===== config.mk =====
export PLATFORM = sky130hd
export DESIGN_NAME = div_unit
export DESIGN_NICKNAME = d
export VERILOG_FILES = /design/src/rtl/div_unit.sv
export SDC_FILE = /design/constraint.sdc
export NUM_CORES = 1
export LEC_CHECK = 0
export CAP_MARGIN = 15
export CORE_MARGIN = 5
export CORE_UTILIZATION = 40
export CTS_BUF_LIST = sky130_fd_sc_hd__clkbuf_2 sky130_fd_sc_hd__clkbuf_4 sky130_fd_sc_hd__clkbuf_8
export CTS_CLUSTER_DIAMETER = 60
export DETAILED_ROUTE_END_ITERATION = 6
export GPL_ROUTABILITY_DRIVEN = 0
export GPL_TIMING_DRIVEN = 0
export PLACE_DENSITY = 0.69
export SYNTH_ARGS = -nofsm -noshare
export SYNTH_HDL_FRONTEND = slang
export SYNTH_SLANG_ARGS = --single-unit

===== constraint.sdc =====
create_clock -name clk_i -period 7.3 [get_ports clk_i]
set_input_delay 1.46 -clock clk_i [delete_from_list [all_inputs] [get_ports clk_i]]
set_output_delay 1.46 -clock clk_i [all_outputs]
set_load 0.005 [all_outputs]

===== src/rtl/div_unit.sv =====
// ============================================================================
// div_unit : multi-cycle RV32M divider (DIV/DIVU/REM/REMU), radix-2 restoring
// Rev 1.0  : initial release
// ============================================================================
`default_nettype none

module div_unit #(
   parameter int XLEN = 32
) (
   input  logic            clk_i,
   input  logic            reset_i,
   input  logic            start_i,
   input  logic [2:0]      funct3_i,
   input  logic [XLEN-1:0] opa_i,
   input  logic [XLEN-1:0] opb_i,
   input  logic            flush_i,
   output logic            busy_o,
   output logic            done_o,
   output logic [XLEN-1:0] result_o
);

   localparam int CW = $clog2(XLEN + 1);
   localparam logic [XLEN-1:0] C_ONE     = XLEN'(1);
   localparam logic [XLEN-1:0] C_INT_MIN = {1'b1, {(XLEN-1){1'b0}}};
   localparam logic [CW-1:0]   C_LAST    = CW'(XLEN - 1);

   typedef enum logic [1:0] {
      S_IDLE = 2'd0,
      S_CALC = 2'd1,
      S_FIX  = 2'd2
   } state_t;

   state_t          state_q, state_d;
   logic            sel_rem_q, sel_rem_d;
   logic            qneg_q, qneg_d;
   logic            rneg_q, rneg_d;
   logic [CW-1:0]   cnt_q, cnt_d;
   logic [XLEN:0]   rem_q, rem_d;
   logic [XLEN-1:0] quo_q, quo_d;
   logic [XLEN-1:0] dvsr_q, dvsr_d;
   logic [XLEN-1:0] result_q, result_d;
   logic            done_q, done_d;

   logic            w_signed;
   logic            w_neg_a;
   logic            w_neg_b;
   logic [XLEN-1:0] w_abs_a;
   logic [XLEN-1:0] w_abs_b;
   logic            w_div0;
   logic            w_ovf;
   logic [XLEN+1:0] w_shift;
   logic [XLEN+1:0] w_trial;
   logic [XLEN-1:0] w_quo_fix;
   logic [XLEN-1:0] w_rem_fix;

   // 100=DIV and 110=REM are signed; every other code behaves unsigned
   assign w_signed = funct3_i[2] & ~funct3_i[0];
   assign w_neg_a  = w_signed & opa_i[XLEN-1];
   assign w_neg_b  = w_signed & opb_i[XLEN-1];
   assign w_abs_a  = w_neg_a ? (~opa_i + C_ONE) : opa_i;
   assign w_abs_b  = w_neg_b ? (~opb_i + C_ONE) : opb_i;
   assign w_div0   = (opb_i == '0);
   assign w_ovf    = w_signed & (opa_i == C_INT_MIN) & (&opb_i);

   // Extra top bit makes the borrow of the trial subtract the sign bit
   assign w_shift  = {rem_q, quo_q[XLEN-1]};
   assign w_trial  = w_shift - {2'b00, dvsr_q};

   assign w_quo_fix = qneg_q ? (~quo_q + C_ONE) : quo_q;
   assign w_rem_fix = rneg_q ? (~rem_q[XLEN-1:0] + C_ONE) : rem_q[XLEN-1:0];

   always_comb begin
      state_d   = state_q;
      sel_rem_d = sel_rem_q;
      qneg_d    = qneg_q;
      rneg_d    = rneg_q;
      cnt_d     = cnt_q;
      rem_d     = rem_q;
      quo_d     = quo_q;
      dvsr_d    = dvsr_q;
      result_d  = result_q;
      done_d    = 1'b0;

      case (state_q)
         S_IDLE: begin
            if (start_i && !flush_i) begin
               sel_rem_d = funct3_i[2] & funct3_i[1];
               cnt_d     = '0;
               dvsr_d    = w_abs_b;
               if (w_div0) begin
                  quo_d   = '1;
                  rem_d   = {1'b0, opa_i};
                  qneg_d  = 1'b0;
                  rneg_d  = 1'b0;
                  state_d = S_FIX;
               end else if (w_ovf) begin
                  quo_d   = C_INT_MIN;
                  rem_d   = '0;
                  qneg_d  = 1'b0;
                  rneg_d  = 1'b0;
                  state_d = S_FIX;
               end else begin
                  quo_d   = w_abs_a;
                  rem_d   = '0;
                  qneg_d  = w_neg_a ^ w_neg_b;
                  rneg_d  = w_neg_a;
                  state_d = S_CALC;
               end
            end
         end

         S_CALC: begin
            if (flush_i) begin
               state_d = S_IDLE;
            end else begin
               rem_d = w_trial[XLEN+1] ? w_shift[XLEN:0] : w_trial[XLEN:0];
               quo_d = {quo_q[XLEN-2:0], ~w_trial[XLEN+1]};
               cnt_d = cnt_q + CW'(1);
               if (cnt_q == C_LAST) begin
                  state_d = S_FIX;
               end
            end
         end

         S_FIX: begin
            state_d = S_IDLE;
            if (!flush_i) begin
               result_d = sel_rem_q ? w_rem_fix : w_quo_fix;
               done_d   = 1'b1;
            end
         end

         default: state_d = S_IDLE;
      endcase
   end

   always_ff @(posedge clk_i) begin
      if (reset_i) begin
         state_q   <= S_IDLE;
         sel_rem_q <= 1'b0;
         qneg_q    <= 1'b0;
         rneg_q    <= 1'b0;
         cnt_q     <= '0;
         rem_q     <= '0;
         quo_q     <= '0;
         dvsr_q    <= '0;
         result_q  <= '0;
         done_q    <= 1'b0;
      end else begin
         state_q   <= state_d;
         sel_rem_q <= sel_rem_d;
         qneg_q    <= qneg_d;
         rneg_q    <= rneg_d;
         cnt_q     <= cnt_d;
         rem_q     <= rem_d;
         quo_q     <= quo_d;
         dvsr_q    <= dvsr_d;
         result_q  <= result_d;
         done_q    <= done_d;
      end
   end

   assign busy_o   = (state_q != S_IDLE);
   assign done_o   = done_q;
   assign result_o = result_q;

endmodule

`default_nettype wire


Yosys cells after proc, flatten, opt, wreduce, memory -nomap -nowiden
Cells that the tools add are included.
{ "word_totals": {"reg_bits": 141, "input_bits": 71, "output_inout_bits": 34, "wordCells": 79} }
{ "classes": {"add_sub_neg": 6, "eq_ne": 7, "mux": 29, "bitwise_logic": 15, "reduce_logical": 12} }
{ "op_table": {"columns": ["op", "count"], "rows": [
  ["2-to-1 mux 32 bit", 10],
  ["adder 32 x 1 -> 32 bit, second input constant", 4],
  ["NOT 32 bit", 4],
  ["2-to-1 mux 33 bit", 3],
  ["one-hot mux 33 bit (2 select lines)", 1],
  ["one-hot mux 32 bit (2 select lines)", 1],
  ["subtractor 34 x 32 -> 34 bit", 1],
  ["equality test 32 bit, second input constant", 1],
  ["logical NOT 32 bit", 1],
  ["AND reduction 32 bit", 1],
  ["2-to-1 mux 6 bit", 2],
  ["one-hot mux 6 bit (2 select lines)", 1],
  ["2-to-1 mux 2 bit", 5],
  ["adder 6 x 1 -> 6 bit, second input constant", 1],
  ["bitwise AND 1 bit", 6],
  ["equality test 6 x 5 -> 1 bit, second input constant", 1],
  ["AND reduction 2 bit", 3],
  ["2-to-1 mux 1 bit", 5],
  ["inequality test 2 bit, second input constant", 2],
  ["NOT 1 bit", 4],
  ["one-hot mux 2 bit (2 select lines)", 1],
  ["nonzero test 2 bit", 2],
  ["inequality test 3 bit, second input constant", 1],
  ["AND reduction 3 bit", 1],
  ["7 further kinds", 7]
]} }

Longest topological paths before layout
{ "logic_depth": {"word_depth": 8, "depth_mapped": 13, "depth_no_buf": 12} }

Least setup slack after synthesis
OpenSTA, ideal clock, no wires.
{ "synth_timing": {"kind": "input to register", "startpoint": "in opa_i[23]", "endpoint": "reg quo_q[5]", "setup_ns": 0.137, "arrival_ns": 3.514, "required_time_ns": 7.163, "path_slack_ns": 3.648, "stages": 8, "path_buffers": 1, "cell_sequence": "or3_1 > or3_1 > or4_1 > nor3_2 > nor2_1 > clkbuf_1 > a221oi_1 > a211oi_1"} }
{ "synth_via": {"elab_chain_cells": 7} }
{ "synth_lines": {"columns": ["element", "line_no", "text"], "rows": [
  ["start: declaration", "14", "input logic [XLEN-1:0] opa_i,"],
  ["equality test 32 bit", "63", "assign w_ovf = w_signed & (opa_i == C_INT_MIN) & (&opb_i);"],
  ["bitwise AND 1 bit (2 in series)", "63", null],
  ["2-to-1 mux 32 bit", "96", "end else if (w_ovf) begin"],
  ["2-to-1 mux 32 bit", "90", "if (w_div0) begin"],
  ["2-to-1 mux 32 bit", "86", "if (start_i && !flush_i) begin"],
  ["one-hot mux 32 bit (2 select lines)", "84", "case (state_q)"],
  ["end signal: assignment", "156", "quo_q <= quo_d;"],
  ["end: declaration", "39", "logic [XLEN-1:0] quo_q, quo_d;"]
]} }
No other way between the ends. The select of a mux whose other input is x is not followed.
A chain may end at the register's enable or synchronous reset.

Worst setup path in the final report
{ "layout_timing": {"startpoint": "in funct3_i[2]", "endpoint": "reg quo_q[25]"} }
{ "layout_via": {"elab_chain_cells": 7, "elab_cells_between_ends": 9, "classes_between": "mux (5); bitwise (4)"} }
{ "layout_lines": {"columns": ["element", "line_no", "text"], "rows": [
  ["start: declaration", "13", "input logic [2:0] funct3_i,"],
  ["bitwise AND 1 bit *", "57", "assign w_signed = funct3_i[2] & ~funct3_i[0];"],
  ["bitwise AND 1 bit, on equally long branches", "58, 63", null],
  ["2-to-1 mux 32 bit / bitwise AND 1 bit (equally long branches)", "60, 63", null],
  ["2-to-1 mux 32 bit *", "96", null],
  ["2-to-1 mux 32 bit *", "90", null],
  ["2-to-1 mux 32 bit *", "86", null],
  ["one-hot mux 32 bit (2 select lines) *", "84", null]
]} }
Mark *: on every way between the ends. The rest lies on a longest branch, timed or not. The select of a mux whose other input is x is not followed.

==> PnR_summary.wiki <==
{| class="wikitable"
! Metric !! Value
|-
| Ratio of routed vias to standard cells || 6.12
|-
| Half-perimeter wire length of the detailed placement result || roughly 34 mm
|-
| Initial standard-cell utilization of the core || 40.4%
|-
| DR vias || 11924
|-
| Antenna Cells || 0
|-
| Routed wire length || approximately 42 mm
|-
| Kind of start point of the critical path || input pin
|-
| Count of clock tree sinks || between 100 and 150
|-
| Number of cell rows || 60
|-
| Combined global-route utilization of all metal layers || 26.8%
|-
| Y dimension of the die || 175 um
|-
| Library cell with the largest summed area after synthesis || sky130_fd_sc_hd__dfxtp_1
|-
| Sum of negative setup slack || 0 ps
|-
| Total clock buffers created by CTS || 17
|-
| Wire length per cell after detailed routing || between 20 and 25 um
|-
| Netlist Area Pre-Place || 0.0108 mm^2
|-
| Final worst clock skew || 13.8 ps
|-
| Detailed-route wire length on metal 1 || 16.6 mm
|-
| First-pass GRT wire length || roughly 64 mm
|-
| Post-route clock period utilization || between 60% and 70%
|-
| Number of global-route vias before repair || 11255
|-
| Maximum Capacitance Violations || 0
|-
| Area taken by flip-flops and latches || roughly 0.0028 mm^2
|-
| Rel. slew slack || between 30% and 40%
|-
| I/O pin cnt || 105
|-
| Setup Buffers After CTS || 0
|-
| Core outline area || 0.0268 mm^2
|-
| Count of antenna-violating nets left after detailed routing || 0
|-
| Per-instance average area after synthesis || between 7 and 8 um^2
|-
| Outcome || complete, no violations
|-
| Number of synthesized register bits || ~140
|-
| Slew at the pin with the worst max-slew slack || 981 ps
|-
| Initial antenna violation count || 0
|-
| Fill cell count || 2689
|-
| Layout cells sized above 1 || 4.86%
|-
| First DRT Iteration DRCs || about 1500
|-
| Post-cts sizing count || 0
|-
| Commonest register cell after synthesis || sky130_fd_sc_hd__dfxtp_1
|-
| H-tree levels || 4
|-
| Arrival time reported for the critical path endpoint || approximately 5000 ps
|-
| Top layer in use || met4
|-
| Remaining design rule violation count || 0
|-
| Routed wire length on met2 || 18.1 mm
|-
| CP Data Required Time || 7650 ps
|-
| Share of the synthesized area in the top cell type || a little over a quarter
|-
| Maximum number of buffers from clock root to sink || 2
|-
| Worst Path Class, Setup || in2reg
|-
| Width of the die || 175 um
|-
| Worst Hold Path Cells || 2
|-
| Final Net Count || 1703
|-
| Met3 routed WL || between 4 and 5 mm
|-
| Drt first pass iters || 7
|-
| Setup repair after global routing missed its margin || false
|-
| Setup crit end kind || flop
|-
| Clock period minus worst slack || 4740 ps
|-
| Sequential element share of the synthesized area || between 20% and 30%
|-
| Power Dens Cells || 186 mW/mm^2
|-
| Synth cell count leaders || sky130_fd_sc_hd__nor2_1 (180), sky130_fd_sc_hd__dfxtp_1 (141), sky130_fd_sc_hd__a21oi_1 (126), sky130_fd_sc_hd__nand2_1 (117), sky130_fd_sc_hd__clkbuf_1 (81)
|-
| Cells after DPL || 1915
|-
| Final cell area excluding filler cells || 0.0127 mm^2
|-
| Count of placed standard cells in the final layout, fillers left out || 1947
|-
| Synthesis warning total || 0
|-
| Layout overhead on the synthesized area || 17.0%
|-
| Area enclosed by the die boundary || 0.0305 mm^2
|-
| Ys async rst share || 0%
|-
| Setup Viol. Count Final || 0
|-
| Dominant cell by count in the synthesized netlist || sky130_fd_sc_hd__nor2_1
|-
| Root Buffer Master || sky130_fd_sc_hd__clkbuf_8
|-
| Hold_ws || 458 ps
|-
| Top cells by area, synth || sky130_fd_sc_hd__dfxtp_1 (26%), sky130_fd_sc_hd__nor2_1 (6.2%), sky130_fd_sc_hd__a21oi_1 (5.8%)
|-
| IO Port Bufs || 103
|-
| Total area of multi-input combinational cells || 0.00740 mm^2
|-
| Placed instance area || 0.0123 mm^2
|-
| Final number of hold-violating endpoints || 0
|-
| Syn nets || 1581
|-
| Max Clk Rate || between 200 and 250 MHz
|-
| Maximum vdd ir drop || 104 uV
|-
| Gate count of the mapped netlist || around 1500
|-
| Cell depth of the worst flop-to-flop path || 11
|-
| Number of enable-type register cells in the synthesized netlist || 0
|-
| Clock-pin slew on the worst setup and hold paths || 90 ps
|-
| Final global-route overflow total || 0
|-
| Fin. max-slew vios || 0
|-
| Worst-path fanout max || 10
|-
| Min-Delay Path Class || reg2reg
|-
| Later-pin clock latency in the skew report || 490 ps
|-
| LEAKAGE || around 4.4 nW
|-
| Unique cell type count in the Yosys netlist || 75
|-
| Pin count of the biggest net entering global routing || 17
|-
| CTS tree || yes
|-
| Post-CTS Hold Buffers || 0
|}
flip-flops by register name, indices dropped and copies added, names as in the netlist:
signal	cells
sel_rem_q	1
quo_q	32
result_o	32
qneg_q	1
cnt_q	6
done_o	1
state_q	2
rem_q	33
dvsr_q	32
rneg_q	1
report_power, final:
| group | leakage [nW] | internal [W] | switching, W | total [W] |
|---|---|---|---|---|
| clock | 0.197 | 0.000285 | 0.000357 | 0.000642 |
| sequential | 1.15 | 0.000810 | 0.0000736 | 0.000884 |
| combinational | 3.07 | 0.000315 | 0.000519 | 0.000833 |
layout make-up:
class / instances / area share, %
well taps: 341 / 3.36
plain buffers: 101 / 3.16
multi-input cells: 1171 / 58.3
inverters: 58 / 1.72
repair buffers: 103 / 8.13
flip-flops and latches: 141 / 22.3
clock buffers: 18 / 1.95
clock inverters: 14 / 1.08
routing by layer:
layer	vias up	global-route usage (%)
met5	-	0
met4	0	14.3
met3	154	6.73
met2	705	41.2
met1	5449	34.8
li1	5616	-
cells in the final DEF (no fill, tap or decap), types with 7 or more instances in the layout:
cell type,Yosys,final
sky130_fd_sc_hd__nand3_1,28,28
sky130_fd_sc_hd__xor2_1,72,72
sky130_fd_sc_hd__a311oi_1,18,18
sky130_fd_sc_hd__nand4_1,18,18
sky130_fd_sc_hd__or3_1,19,19
sky130_fd_sc_hd__o211ai_1,23,23
sky130_fd_sc_hd__and2_1,22,22
sky130_fd_sc_hd__o31a_1,7,7
sky130_fd_sc_hd__a21o_1,9,9
sky130_fd_sc_hd__o21ai_0,67,67
sky130_fd_sc_hd__a31oi_1,11,11
sky130_fd_sc_hd__ha_1,38,38
sky130_fd_sc_hd__dfxtp_1,141,141
sky130_fd_sc_hd__clkbuf_1,81,81
sky130_fd_sc_hd__a21oi_1,126,126
sky130_fd_sc_hd__a221oi_1,12,12
sky130_fd_sc_hd__nand2_1,117,117
sky130_fd_sc_hd__nor4_1,28,28
sky130_fd_sc_hd__o21ai_1,11,11
sky130_fd_sc_hd__o31ai_1,28,28
sky130_fd_sc_hd__nor3_1,53,53
sky130_fd_sc_hd__xnor2_1,72,72
sky130_fd_sc_hd__buf_2,14,14
sky130_fd_sc_hd__a211oi_1,64,64
sky130_fd_sc_hd__nand2b_1,13,13
sky130_fd_sc_hd__clkbuf_8,0,18
sky130_fd_sc_hd__o41ai_1,15,15
sky130_fd_sc_hd__inv_1,58,58
sky130_fd_sc_hd__nor2_1,180,180
sky130_fd_sc_hd__clkdlybuf4s50_1,0,103
sky130_fd_sc_hd__or4_1,15,15
sky130_fd_sc_hd__o22ai_1,14,14
per-stage QoR:
step                      util, %  setup WS [ps]  power (W)
after floorplan                 -           3650    0.00143
after global placement       45.9           2250    0.00169
after detailed placement     45.9           2230    0.00171
after CTS                    47.3           2740    0.00233
after global routing         47.3           2570    0.00247
final                        47.3           2560    0.00236
critical path: stages:
cell                              delay [ps]
sky130_fd_sc_hd__clkdlybuf4s50_1         480
sky130_fd_sc_hd__nor2b_1                 500
sky130_fd_sc_hd__nand2_1                 410
sky130_fd_sc_hd__nor3_1                  420
sky130_fd_sc_hd__nand3_1                 300
sky130_fd_sc_hd__nor3_2                  510
sky130_fd_sc_hd__nor2_1                  200
sky130_fd_sc_hd__clkbuf_1                330
sky130_fd_sc_hd__a221oi_1                390
sky130_fd_sc_hd__nor3_1                   90
path summary, 6_finish.rpt:
kind / startpoint / to / slack (ps)
setup reg to reg: rem_q[1] / rem_q[9] / 3300
setup / recovery: funct3_i[2] / quo_q[25] / 2560
hold reg to reg: dvsr_q[25] / dvsr_q[25] / 460
hold / removal: dvsr_q[25] / dvsr_q[25] / 460
logic make-up (layout without fill, tap and decap cells):
kind of cell / Yosys count / in the layout / share of synthesized area (%)
compound gates: 454 / 454 / 27.9
xor+xnor: 144 / 144 / 11.6
fa+ha+maj: 39 / 39 / 4.57
buf+inv: 159 / 294 / 5.70
flops: 141 / 141 / 26.0
mux: 3 / 3 / 0.277
simple gates: 531 / 531 / 23.9
No activity file was read; power rests on OpenSTA's default activity.
